`src/rtl/ccff_bitstream_loader.sv`:
```
// Bitstream loader for the fpga_top configuration chains.
// Ports: prog_clk/pReset_n clock and async reset; start/abort control;
// s_valid/s_ready/s_data stream in; ccff_head/ccff_shift_en/
// config_enable/fabric_pReset to the fabric; ccff_tail from the fabric;
// busy/done status; tail_sig readback when CCFF_TAIL_SIG_EN is defined.
module ccff_bitstream_loader #(
  parameter int NUM_CHAINS = 12,
  parameter int CHAIN_LEN  = 1024,
  parameter int RST_CYCLES = 4
) (
  input  logic                  prog_clk,
  input  logic                  pReset_n,
  input  logic                  start,
  input  logic                  abort,
  input  logic                  s_valid,
  output logic                  s_ready,
  input  logic [NUM_CHAINS-1:0] s_data,
  output logic [NUM_CHAINS-1:0] ccff_head,
  input  logic [NUM_CHAINS-1:0] ccff_tail,
  output logic                  ccff_shift_en,
  output logic                  config_enable,
  output logic                  fabric_pReset,
  output logic                  busy,
  output logic                  done
`ifdef CCFF_TAIL_SIG_EN
  ,
  output logic [NUM_CHAINS-1:0] tail_sig
`endif
);

  localparam int CW = $clog2(CHAIN_LEN + 1);
  localparam int RW = $clog2(RST_CYCLES + 1);

  typedef enum logic [2:0] {
    IDLE,
    CLEAR,
    LOAD,
    DRAIN,
    DONE
  } state_e;

  state_e                state_q, state_d;
  logic [CW-1:0]         cnt_q, cnt_d;
  logic [RW-1:0]         rcnt_q, rcnt_d;
  logic [NUM_CHAINS-1:0] head_q, head_d;
  logic                  shen_q, shen_d;

  always_ff @(posedge prog_clk or negedge pReset_n) begin
    if (!pReset_n) begin
      state_q <= IDLE;
      cnt_q   <= '0;
      rcnt_q  <= '0;
      head_q  <= '0;
      shen_q  <= 1'b0;
    end else begin
      state_q <= state_d;
      cnt_q   <= cnt_d;
      rcnt_q  <= rcnt_d;
      head_q  <= head_d;
      shen_q  <= shen_d;
    end
  end

  always_comb begin
    state_d = state_q;
    cnt_d   = cnt_q;
    rcnt_d  = rcnt_q;
    head_d  = head_q;
    shen_d  = 1'b0;
    unique case (state_q)
      IDLE: begin
        if (start) begin
          state_d = CLEAR;
          cnt_d   = '0;
          rcnt_d  = '0;
        end
      end
      CLEAR: begin
        if (abort) begin
          state_d = IDLE;
        end else if (rcnt_q == RW'(RST_CYCLES - 1)) begin
          state_d = LOAD;
        end else begin
          rcnt_d = rcnt_q + RW'(1);
        end
      end
      LOAD: begin
        if (abort) begin
          state_d = IDLE;
        end else if (s_valid) begin
          head_d = s_data;
          shen_d = 1'b1;
          cnt_d  = cnt_q + CW'(1);
          if (cnt_q == CW'(CHAIN_LEN - 1)) begin
            state_d = DRAIN;
          end
        end
      end
      DRAIN: begin
        state_d = abort ? IDLE : DONE;
      end
      DONE: begin
        state_d = IDLE;
      end
      default: begin
        state_d = IDLE;
      end
    endcase
  end

  // Status/handshake outputs are pure decodes of the state register,
  // so they clear with the async reset and never see s_valid.
  assign busy          = (state_q != IDLE);
  assign s_ready       = (state_q == LOAD);
  assign fabric_pReset = (state_q == CLEAR);
  assign config_enable = (state_q == CLEAR) ||
                         (state_q == LOAD)  ||
                         (state_q == DRAIN);
  assign done          = (state_q == DONE);
  assign ccff_head     = head_q;
  assign ccff_shift_en = shen_q;

`ifdef CCFF_TAIL_SIG_EN
  logic [NUM_CHAINS-1:0] sig_q, sig_d;

  always_comb begin
    sig_d = sig_q;
    if (state_q == IDLE && start) begin
      sig_d = '0;
    end else if (shen_q) begin
      sig_d = sig_q ^ ccff_tail;
    end
  end

  always_ff @(posedge prog_clk or negedge pReset_n) begin
    if (!pReset_n) begin
      sig_q <= '0;
    end else begin
      sig_q <= sig_d;
    end
  end

  assign tail_sig = sig_q;
`else
  logic unused_tail;
  assign unused_tail = ^ccff_tail;
`endif

endmodule
```
`config.mk`:
```
export PLATFORM = sky130hd
export DESIGN_NAME = ccff_bitstream_loader
export DESIGN_NICKNAME = d
export VERILOG_FILES = /design/src/rtl/ccff_bitstream_loader.sv
export SDC_FILE = /design/constraint.sdc
export NUM_CORES = 1
export LEC_CHECK = 0
export ABC_AREA = 1
export BUFFER_PORTS_ARGS = -buffer_cell sky130_fd_sc_hd__buf_2
export CAP_MARGIN = 15
export CORE_UTILIZATION = 35
export DETAILED_ROUTE_END_ITERATION = 12
export SYNTH_ARGS = -nofsm -noshare
export SYNTH_HDL_FRONTEND = slang
export SYNTH_SLANG_ARGS = --single-unit
export TNS_END_PERCENT = 50
```
`constraint.sdc`:
```
create_clock -name prog_clk -period 4.8 [get_ports prog_clk]
set_clock_uncertainty 0.2 [all_clocks]
set_input_delay 0.96 -clock prog_clk [delete_from_list [all_inputs] [get_ports prog_clk]]
set_output_delay 0.96 -clock prog_clk [all_outputs]
set_load 0.005 [all_outputs]
```
## Word-level counts from Yosys, hierarchy flattened

Index checks and enable logic that the tools add are counted.
W data, S select, Z words.

- Register bits after elaboration: 30
- Input port bits: 29
- Output and inout port bits: 18

- $add $sub $neg: 2
- Eq/ne operators: 14
- Multiplexer cells: 19
- Bitwise gates (word level): 1
- Reductions and logical operators: 10

Operator list:

| cell | count |
|---|---|
| $mux W11 | 3 |
| $mux W3 | 10 |
| $pmux W11 S2 | 1 |
| $pmux W3 S4 | 1 |
| $reduce_and A4 Y1 | 3 |
| $add A11 B1 Y11 const B | 1 |
| $eq A11 B10 Y1 const B | 1 |
| $ne A2 B2 Y1 const B | 5 |
| $eq A3 B2 Y1 const B | 3 |
| $ne A3 B2 Y1 const B | 2 |
| $pmux W3 S2 | 1 |
| $reduce_bool A2 Y1 | 2 |
| $add A3 B1 Y3 const B | 1 |
| $eq A3 B1 Y1 const B | 1 |
| $eq A3 B3 Y1 const B | 1 |
| $logic_not A3 Y1 | 1 |
| $mux W1 | 3 |
| $ne A3 B3 Y1 const B | 1 |
| $reduce_and A3 Y1 | 1 |
| $reduce_bool A3 Y1 | 1 |
| $logic_or A1 B1 Y1 | 2 |
| $not A1 Y1 | 1 |

## Depth between registers and ports, before layout

Gate-level depths: netlist of the first run.

- Depth after elaboration: 5
- Mapped depth: 8
- Depth with buffers taken out: 8

## Worst setup path before layout of the first run

Ideal clock, no wire load.

- Path kind: register -> output
- Start: reg state_q[0]
- End: out s_ready
- Arrival: 0.801 ns
- Required time: 3.640 ns
- Path slack: 2.839 ns
- Cell stages (with the launch flop): 4
- Buffers on the path: 0
- Cells stage by stage: dfrtp_1 -> inv_1 -> nand3_2 -> inv_2

- Word-level cells in the longest chain between the ends: 1

Ends and longest elaborated chain:

| what | line | RTL |
|---|---|---|
| start: declaration | 42 | `state_e state_q, state_d;` |
| start signal: assignment | 56 | `state_q <= state_d;` |
| $eq A3 B2 Y1 | 114 | `assign s_ready = (state_q == LOAD);` |
| end: declaration | 16 | `output logic s_ready,` |

No other way between the ends.

## Worst setup path in the final report of the first run

Same ends and word-level chain as after synthesis.

==> results of run 1 <==
[worst max-delay path, delay by kind of cell, from the launching register on]
kind	cells	cell delay, ns
and+or+nand+nor	1	0.15
DFF	1	0.40
buffers and inverters	3	0.54
[power breakdown]
group | total, uW | internal, uW | switching (uW)
Clock | 207 | 115 | 91.8
Sequential | 372 | 324 | 48.1
Combinational | 303 | 120 | 183
Total | 883 | 559 | 323
[cell families (layout without fill, tap and decap cells)]
logic type | after synthesis | count (layout) | synth area share [%]
compound gates | 16 | 16 | 6.92
xor+xnor | 1 | 1 | 0.570
fa+ha+maj | 3 | 3 | 2.44
buf+inv | 19 | 58 | 5.86
flops | 30 | 30 | 48.8
simple gates | 123 | 123 | 35.4
[final timing paths]
path,cells past startpoint,startpoint,slack [ns],to
min in group asynchronous,1,pReset_n,0.51,cnt_q[7]
worst min-delay path,2,ccff_head[7],0.27,ccff_head[7]
worst max register to register,7,state_q[0],3.00,cnt_q[0]
worst min register to register,2,ccff_head[7],0.27,ccff_head[7]
worst max-delay path,4,state_q[0],2.27,s_ready
max in group asynchronous,1,pReset_n,3.44,ccff_head[9]
[registers in the layout (all words and copies together), names as in the netlist]
| register | flops |
|---|---|
| ccff_shift_en | 1 |
| rcnt_q | 3 |
| ccff_head | 12 |
| cnt_q | 11 |
| state_q | 3 |
[layer usage]
layer / GRT usage (%) / vias to the layer above
met5: 0 / -
met4: 7.81 / 0
met3: 5.33 / 5
met2: 22.5 / 31
met1: 20.2 / 558
li1: - / 692
[cell type report]
class,count,area [um^2]
Clock buffer,7,86.3
Clock inverter,1,5.00
Fill cell,429,2280
Inverter,16,62.6
Multi-Input combinational cell,143,697
Sequential cell,30,751
Tap cell,50,62.6
Timing Repair Buffer,34,170
[layout by cell type (no fill, tap or decap), drive strengths merged]
cell type and count:
a21oi 2, nand2 83, clkinv 1, nand4 7, or2 3, nor3 2, buf 34, inv 16
dfrtp 30, ha 3, o211ai 1, nand3b 1, o21ai 10, o21bai 3, clkbuf 7, nand3 14
nor4 1, xor2 1, nor2 12
[per-stage QoR]
stage	hold WS [ns]	instances	setup slack (ns)	power (uW)
floorplan	0.246	192	2.84	575
global placement	0.259	273	2.59	679
detailed placement	0.261	273	2.58	685
CTS	0.278	281	2.27	900
global route	0.301	281	2.18	963
finish	0.273	281	2.27	883
[synthesized netlist by cell type]
cell type  count
nand2_1       81
nand3_1       13
inv_2          4
buf_2          1
or2_2          3
buf_6          2
nor3_1         1
nor2_2         2
nor2_4         1
nand3b_2       1
o21ai_1        3
nor2_1         9
nand3_2        1
inv_4          1
o21ai_0        4
o211ai_2       1
dfrtp_1       30
o21bai_1       3
xor2_1         1
a21oi_1        2
nor3_2         1
nand2_2        2
nand4_1        7
nor4_1         1
o21ai_2        3
inv_1         11
ha_1           3
==> impl_results.md, run 1 <==
- Area of placed instances: 1740 um^2
- Gp weighted congestion: 0.774
- Drt drc: 0
- CTS tree: built
- Skew-Pair Late Insertion Delay: 0.27 ns
- RSZ-0062 raised after global routing: no
- HPWL Detailed: 2170 um
- Cells after Synth: 192
- Post-synth top area share: 48.8%
- First-pass GRT wire length: 5200 um
- Crit path time final: 2.53 ns
- Final setup fails: 0
- Syn Area/Cell: 8.01 um^2
- PortBufs: 34
- Slew HR: 54.9%
- WL/cell: 11.0 um
- CP Launch Type: flip-flop
- Synthesis warning total: 0
- Crit-path max FO: 10
- H-tree lvl count: 2
- Detail Route Antenna Nets: 0
- Clk Tree Root Cell: clkbuf_8
- Slowest stage cell on the critical path: dfrtp_1
- Synthesized Nets: 224
- Fin crit share: 52.7%
- # rows: 23
- Iter 0 DRT Violations: 45
- Drt first pass iters: 4
- Inserted Clock Buffers: 5
- Fin. Hold Viols: 0
- Nets: 262
- Core Area: 4120 um^2
- Initial antenna violation count: 0
- Post-CTS Resized: 0
- Vias: 1,286
- Clock Sinks: 30
- Die width: 68.3 um
- Area leader, netlist: dfrtp_1
- Sequential area share after synthesis: 48.8%
- Share of layout cells above drive strength 1: 26.4%
- VDD IR max: 0.245 mV
- Post-Syn Area: 1540 um^2
- Full die area: 4660 um^2
- PwrDens: 481 nW/um^2
- Routed met3 length: 164 um
- Vias/cell: 4.58
- Outcome: finished, final reports clean
- P&R area growth vs syn: 19.3%
- Global-route usage over all layers: 15.5%
- Max-slew violation count: 0
- Wire length on met2: 1340 um
- Required @ worst endpoint: 3.64 ns
- Vias in the first global route: 1,133
- Highest Signal Layer: met4
- Synth area leaders: dfrtp_1 49%, nand2_1 20%, nand3_1 4.2%
- Max frequency: 0.395 GHz
- Worst Setup End Kind: output pin
- Final setup TNS: 0 ns
- Initial Util: 37.4%
- I/O Pins: 47
- Post-CTS setup repair buffer count: 0
- Worst-path clk slew: 0.06 ns
- Max-cap violations: 0
- Synth cell types: 27
- Hold Crit Class: reg2reg
- Hold buffer count at cts: 0
- Worst-Margin Slew: 0.677 ns
- Yosys reg bits: 30
- Vert. Die Dim: 68.3 um
- Final Util: 44.6%
- Static Leak: 0.000994 uW
- Final WL: 3090 um
- Design area: 1830 um^2
- Metal-1 WL: 1540 um
- Max clock buf depth: 2
- Critical path arrival: 1.37 ns
- Cells along the critical path: inv_1 -> nand3_2 -> inv_2 -> buf_2
- Critical path's largest stage delay: 0.40 ns
- # diodes: 0
- Critical path class: reg2out
- GR Overflow Total: 0
- Pin count of the biggest net entering global routing: 31
No activity file was read; power rests on OpenSTA's default activity.
==> run 2, diff against run 1 <==
--- a/config.mk
+++ b/config.mk
@@ -5,7 +5,7 @@
 export SDC_FILE = /design/constraint.sdc
 export NUM_CORES = 1
 export LEC_CHECK = 0
-export ABC_AREA = 1
+export ABC_AREA = 0
 export BUFFER_PORTS_ARGS = -buffer_cell sky130_fd_sc_hd__buf_2
 export CAP_MARGIN = 15
 export CORE_UTILIZATION = 35
==> constraint.sdc (replaced) <==
create_clock -name prog_clk -period 2.35 [get_ports prog_clk]
set_clock_uncertainty 0.2 [all_clocks]
set_input_delay 0.47 -clock prog_clk [delete_from_list [all_inputs] [get_ports prog_clk]]
set_output_delay 0.47 -clock prog_clk [all_outputs]
set_load 0.005 [all_outputs]
==> run 2 against run 1 <==
  * Global-route usage up 0.68 points
  * First-iteration DRC count fell by 56%
  * Register-to-register slack worse by 2.6 ns
  * Cell area down 7.1%
  * Cell count shrank 15%
  * Die area down 11%
  * Combinational power grew 6%
  * Critical path depth shrank 1
  * Worst setup slack worse by 2.1 ns
  * Total power is 59% higher
  * Worst hold slack got worse by 0.26 ns
  * Largest power group unchanged
==> impl_results.md, run 2 <==
- Outcome: finished, final reports clean
- Post-CTS Resized: 0 (unchanged)
- Final setup TNS: 0 ns (unchanged)
- # rows: 22 (-4.3%)
- Post-CTS setup repair buffer count: 0 (unchanged)
- FF+latch area: 751 um^2 (unchanged)
- Most frequent cells after synthesis: 41 x nand2_1, 30 x dfrtp_1, 9 x inv_1
- Yosys reg bits: 30 (unchanged)
- Detail Route Antenna Nets: 0 (unchanged)
- Reg-to-Reg End: cnt_q[7]
- VDD IR max: 0.434 mV (+77%)
- Syn Area/Cell: 9.19 um^2 (+15%)
- H-tree lvl count: 2 (unchanged)
- Drt first pass iters: 2 (-2)
- Inserted Clock Buffers: 5 (unchanged)
- Core Area: 3720 um^2 (-9.7%)
- Synth cell types: 28 (+3.7%)
- Pin count of the biggest net entering global routing: 31 (unchanged)
- Fin crit share: 92.8%
- Area occupied by multi-input gates: 568 um^2 (-18%)
- Filler Cell Count: 369 (-14%)
- Worst Setup End Kind: output pin
- First-pass GRT wire length: 5110 um (-1.6%)
- WHS: 0.0112 ns (-0.262 ns)
- Worst-Margin Slew: 0.641 ns (-0.0357 ns)
- Crit-path max FO: 10 (unchanged)
- Clock Sinks: 30 (unchanged)
- GR Overflow Total: 0 (unchanged)
- PwrDens: 821 nW/um^2 (+71%)
- Hold buffer count at cts: 0 (unchanged)
- I/O Pins: 47 (unchanged)
- WL/cell: 12.1 um (+9.9%)
- Area leader, netlist: dfrtp_1
- Static Leak: 0.000917 uW (-7.8%)
- Number of flip-flops in the largest register: 12 (unchanged)
- HPWL Detailed: 2100 um (-3.1%)
- Max-cap violations: 0 (unchanged)
- FF-to-FF Start: state_q[1]
- Vias in the first global route: 1,185 (+4.6%)
- CTS tree: built
- Iter 0 DRT Violations: 20 (-56%)
- Nets: 222 (-15%)
- Reg2reg path depth: 4 (-3)
- Vias: 1,174 (-8.7%)
- Initial Util: 36.8% (-0.53 points)
- Critical path class: reg2out
- Initial antenna violation count: 0 (unchanged)
- Synth area leaders: dfrtp_1 55%, nand2_1 11%, a21oi_1 2.9%
- Most used DFF post-synth: dfrtp_1
- CP Launch Type: flip-flop
- Max frequency: 0.458 GHz
- Final WL: 2890 um (-6.5%)
- Slew HR: 57.2% (+2.4 points)
- Synthesized Nets: 181 (-19%)
- Global-route usage over all layers: 16.2% (+0.68 points)
- RSZ-0062 raised after global routing: no
- Post-synth top area share: 54.8% (+6.0 points)
- Die width: 64.5 um (-5.5%)
- Post-Syn Area: 1370 um^2 (-11%)
- Most common cell after layout, fill and taps aside: nand2_1
- PortBufs: 34 (unchanged)
- Synthesis warning total: 0 (unchanged)
- Crit path time final: 2.18 ns
- Cells after Synth: 149 (-22%)
- Clk Tree Root Cell: clkbuf_8
- R2r setup slk: 0.37 ns (-2.63 ns)
- Post-synth ARST share: 100% (unchanged)
- Vias/cell: 4.91 (+7.3%)
- Post-synth EDFFs: 0 (unchanged)
- Most frequent cells in the layout: 41 x nand2_1, 34 x buf_2, 30 x dfrtp_1
- Hold Crit Class: in2async
- Gp weighted congestion: 0.738 (-4.6%)
- P&R area growth vs syn: 24.5%
- Crit. Startpoint: state_q[2]
- Fin. Hold Viols: 0 (unchanged)
- Full die area: 4160 um^2 (-11%)
- Worst-path clk slew: 0.06 ns (about the same)
- Vert. Die Dim: 64.5 um (-5.5%)
- Critical path arrival: 1.51 ns (+0.14 ns)
- Final setup fails: 0 (unchanged)
- Share of layout cells above drive strength 1: 24.6% (-1.8 points)
- Drt drc: 0 (unchanged)
- Required @ worst endpoint: 1.68 ns (-1.96 ns)
- Max clock buf depth: 2 (unchanged)
- # diodes: 0 (unchanged)
- Count leader, synth: nand2_1
- Max-slew violation count: 0 (unchanged)
- Sequential area share after synthesis: 54.8% (+6.0 points)
- Skew-Pair Late Insertion Delay: 0.28 ns (about the same)
==> run 2: changes by cell type after synthesis, sizes merged, moves of 3 or more <==
cell,delta
nand2,-42
nand3,-9
inv,-7
a21oi,+6
nand4,-5
nor2,-5
o31ai,+5
or3,+4
or4,+4
a22o,+3
clkbuf,+3
o21bai,-3
==> run 2: cell type report <==
type                    count  area share, %
well taps                  48           3.52
flip-flops and latches     30           44.1
multi-input cells         106           33.3
clock inverters             1          0.294
repair buffers             38           11.7
inverters                   9           1.98
clock buffers               7           5.07
==> run 2: worst max path at each step <==
stage                            to  slack (ns)
after CTS                   s_ready        0.14
after global routing        s_ready        0.06
final                       s_ready        0.17
after detailed placement   cnt_q[3]        0.19
after floorplan           rcnt_q[0]        0.48
after global placement     cnt_q[7]        0.24
==> run 2: critical path, cell delays in order, from the launching register on <==
cell and delay (ns):
dfrtp_1 0.47, or3b_2 0.50, inv_1 0.14, buf_2 0.13
==> run 2: where the power goes <==
group | total [uW] | internal [uW] | switching [uW]
Clock | 413 | 235 | 178
Sequential | 666 | 606 | 60.1
Combinational | 320 | 155 | 164
==> run 2: logic make-up (layout without fill, tap and decap cells) <==
logic type | after synthesis | count (layout) | synth area share (%)
buf+inv | 13 | 55 | 3.66
mux | 1 | 1 | 0.823
flops | 30 | 30 | 54.8
fa+ha+maj | 3 | 3 | 2.74
compound gates | 26 | 26 | 11.7
simple gates | 76 | 76 | 26.2
==> run 2: stage by stage <==
step                worst slack (ns)  power (uW)  area (um^2)  util (%)  instances
floorplan                      0.485         837         1370         -        149
global placement               0.237         979         1610      43.4        231
detailed placement             0.194        1000         1610      43.4        231
CTS                            0.136        1420         1700      45.9        239
global route                  0.0599        1510         1700      45.9        239
finish                         0.168        1400         1700      45.9        239
==> run 2: layer usage <==
layer,wire [um],global-route usage [%],vias up
met3,176,6.69,4
met5,0,0,-
met4,34,4.17,0
met1,1290,18.2,546
met2,1390,28.2,35
li1,-,-,589
==> run 3, diff against run 2 <==
--- a/config.mk
+++ b/config.mk
@@ -9,6 +9,7 @@
 export BUFFER_PORTS_ARGS = -buffer_cell sky130_fd_sc_hd__buf_2
 export CAP_MARGIN = 15
 export CORE_UTILIZATION = 35
+export CTS_BUF_LIST = sky130_fd_sc_hd__clkbuf_4 sky130_fd_sc_hd__clkbuf_8
 export DETAILED_ROUTE_END_ITERATION = 12
 export SYNTH_ARGS = -nofsm -noshare
 export SYNTH_HDL_FRONTEND = slang
==> run 3 against run 2 <==
  * Cell count stayed put
  * Total power is 0.74% higher
  * Flip-flop and latch count stayed put
  * Die area stayed put
==> impl_results.md, run 3 (same netlist as run 2, synthesis figures left out) <==
- Clock Sinks: 30 (unchanged)
- Drt first pass iters: 2 (unchanged)
- Drt drc: 0 (unchanged)
- Vert. Die Dim: 64.5 um (unchanged)
- Critical path arrival: 1.51 ns (about the same)
- Global-route usage over all layers: 16.2% (unchanged)
- Post-CTS setup repair buffer count: 0 (unchanged)
- Max-slew violation count: 0 (unchanged)
- Vias: 1,174 (unchanged)
- Iter 0 DRT Violations: 24 (+20%)
- HPWL Detailed: 2100 um (unchanged)
- CP Launch Type: flip-flop
- Post-CTS Resized: 0 (unchanged)
- Most common cell after layout, fill and taps aside: nand2_1
- Vias in the first global route: 1,187 (+0.17%)
- Max clock buf depth: 2 (unchanged)
- # diodes: 0 (unchanged)
- Die width: 64.5 um (unchanged)
- Clk Tree Root Cell: clkbuf_8
- Core Area: 3720 um^2 (unchanged)
- Outcome: finished, final reports clean
- Crit path time final: 2.18 ns (-0.000230 ns)
- CTS tree: built
- Worst Setup End Kind: output pin
- Nets: 222 (unchanged)
- PwrDens: 825 nW/um^2 (+0.52%)
- Required @ worst endpoint: 1.68 ns (about the same)
- Worst-Margin Slew: 0.641 ns (-0.000381 ns)
- Placed instance count: 231 (unchanged)
- H-tree lvl count: 2 (unchanged)
- Gp weighted congestion: 0.738 (unchanged)
- P&R area growth vs syn: 24.8%
- Fin crit share: 92.8% (about the same)
- WHS: 0.0130 ns (+0.00180 ns)
- Fin. Hold Viols: 0 (unchanged)
- Final setup fails: 0 (unchanged)
- Share of layout cells above drive strength 1: 25.1% (+0.52 points)
- Vias/cell: 4.91 (unchanged)
- WL/cell: 12.1 um (-0.10%)
- Max-cap violations: 0 (unchanged)
- RSZ-0062 raised after global routing: no
- Initial Util: 36.8% (unchanged)
- Pin count of the biggest net entering global routing: 31 (unchanged)
- Number of flip-flops in the largest register: 12 (unchanged)
- Initial antenna violation count: 0 (unchanged)
- # rows: 22 (unchanged)
- Skew-Pair Late Insertion Delay: 0.28 ns (about the same)
- PortBufs: 34 (unchanged)
- VDD IR max: 0.434 mV (about the same)
- Final WL: 2890 um (-0.10%)
- Full die area: 4160 um^2 (unchanged)
- Static Leak: 0.000921 uW (+0.37%)
- Crit-path max FO: 10 (unchanged)
- Hold Crit Class: in2async
- Hold buffer count at cts: 0 (unchanged)
- Cell Count, Final, Fillers Out: 239 (unchanged)
- Slew HR: 57.3% (about the same)
- Worst-path clk slew: 0.06 ns (about the same)
- Final setup TNS: 0 ns (unchanged)
- Critical path class: reg2out
- Most frequent cells in the layout: 41 x nand2_1, 34 x buf_2, 30 x dfrtp_1
- GR Overflow Total: 0 (unchanged)
- Inserted Clock Buffers: 5 (unchanged)
- I/O Pins: 47 (unchanged)
- First-pass GRT wire length: 5120 um (+0.14%)
- Max frequency: 0.458 GHz (about the same)
- Detail Route Antenna Nets: 0 (unchanged)
==> run 3: cell counts in the layout (fill, tap and decap cells not counted) <==
No cell type changed its count.
==> run 3: critical path: stages (launching register included) <==
cell and delay (ns):
dfrtp_1 0.47, or3b_2 0.50, inv_1 0.14, buf_2 0.13
==> run 3: final cells by class <==
| class | count | area, um^2 |
|---|---|---|
| fillers | 367 | 2010 |
| clock buffers | 7 | 90.1 |
| clock inverters | 1 | 5.00 |
| well taps | 48 | 60.1 |
| multi-input cells | 106 | 568 |
| repair buffers | 38 | 200 |
| flip-flops and latches | 30 | 751 |
| inverters | 9 | 33.8 |
==> run 3: stage by stage <==
stage	power (uW)	worst slack (ns)	utilization, %	cell area (um^2)
2_1_floorplan	837	0.485	-	1370
3_3_place_gp	979	0.237	43.4	1610
3_5_place_dp	1000	0.194	43.4	1610
4_1_cts	1440	0.136	46.0	1710
5_1_grt	1530	0.0599	46.0	1710
6_report	1410	0.169	46.0	1710
==> run 3: layer usage <==
| metal | vias up | track usage [%] | routed length, um |
|---|---|---|---|
| met5 | - | 0 | 0 |
| met4 | 0 | 4.17 | 34 |
| met3 | 4 | 6.69 | 176 |
| met2 | 35 | 28.2 | 1390 |
| met1 | 546 | 18.2 | 1280 |
| li1 | 589 | - | - |
==> run 3: power by group <==
group / internal [uW] / switching (uW) / leakage [uW]
combinational: 155 / 164 / 0.000457
sequential: 606 / 60.0 / 0.000412
clock: 247 / 177 / 0.0000517
==> run 3: final timing paths <==
path                               from      endpoint  slack (ns)  depth (start not counted)
max in group asynchronous      pReset_n    state_q[2]        1.51                          1
max reg2reg                  state_q[1]      cnt_q[7]        0.36                          4
min reg2reg                ccff_head[6]  ccff_head[6]        0.28                          2
min                            pReset_n      cnt_q[8]        0.01                          1
max                          state_q[2]       s_ready        0.17                          3
min in group prog_clk         s_data[3]  ccff_head[3]        0.18                          3
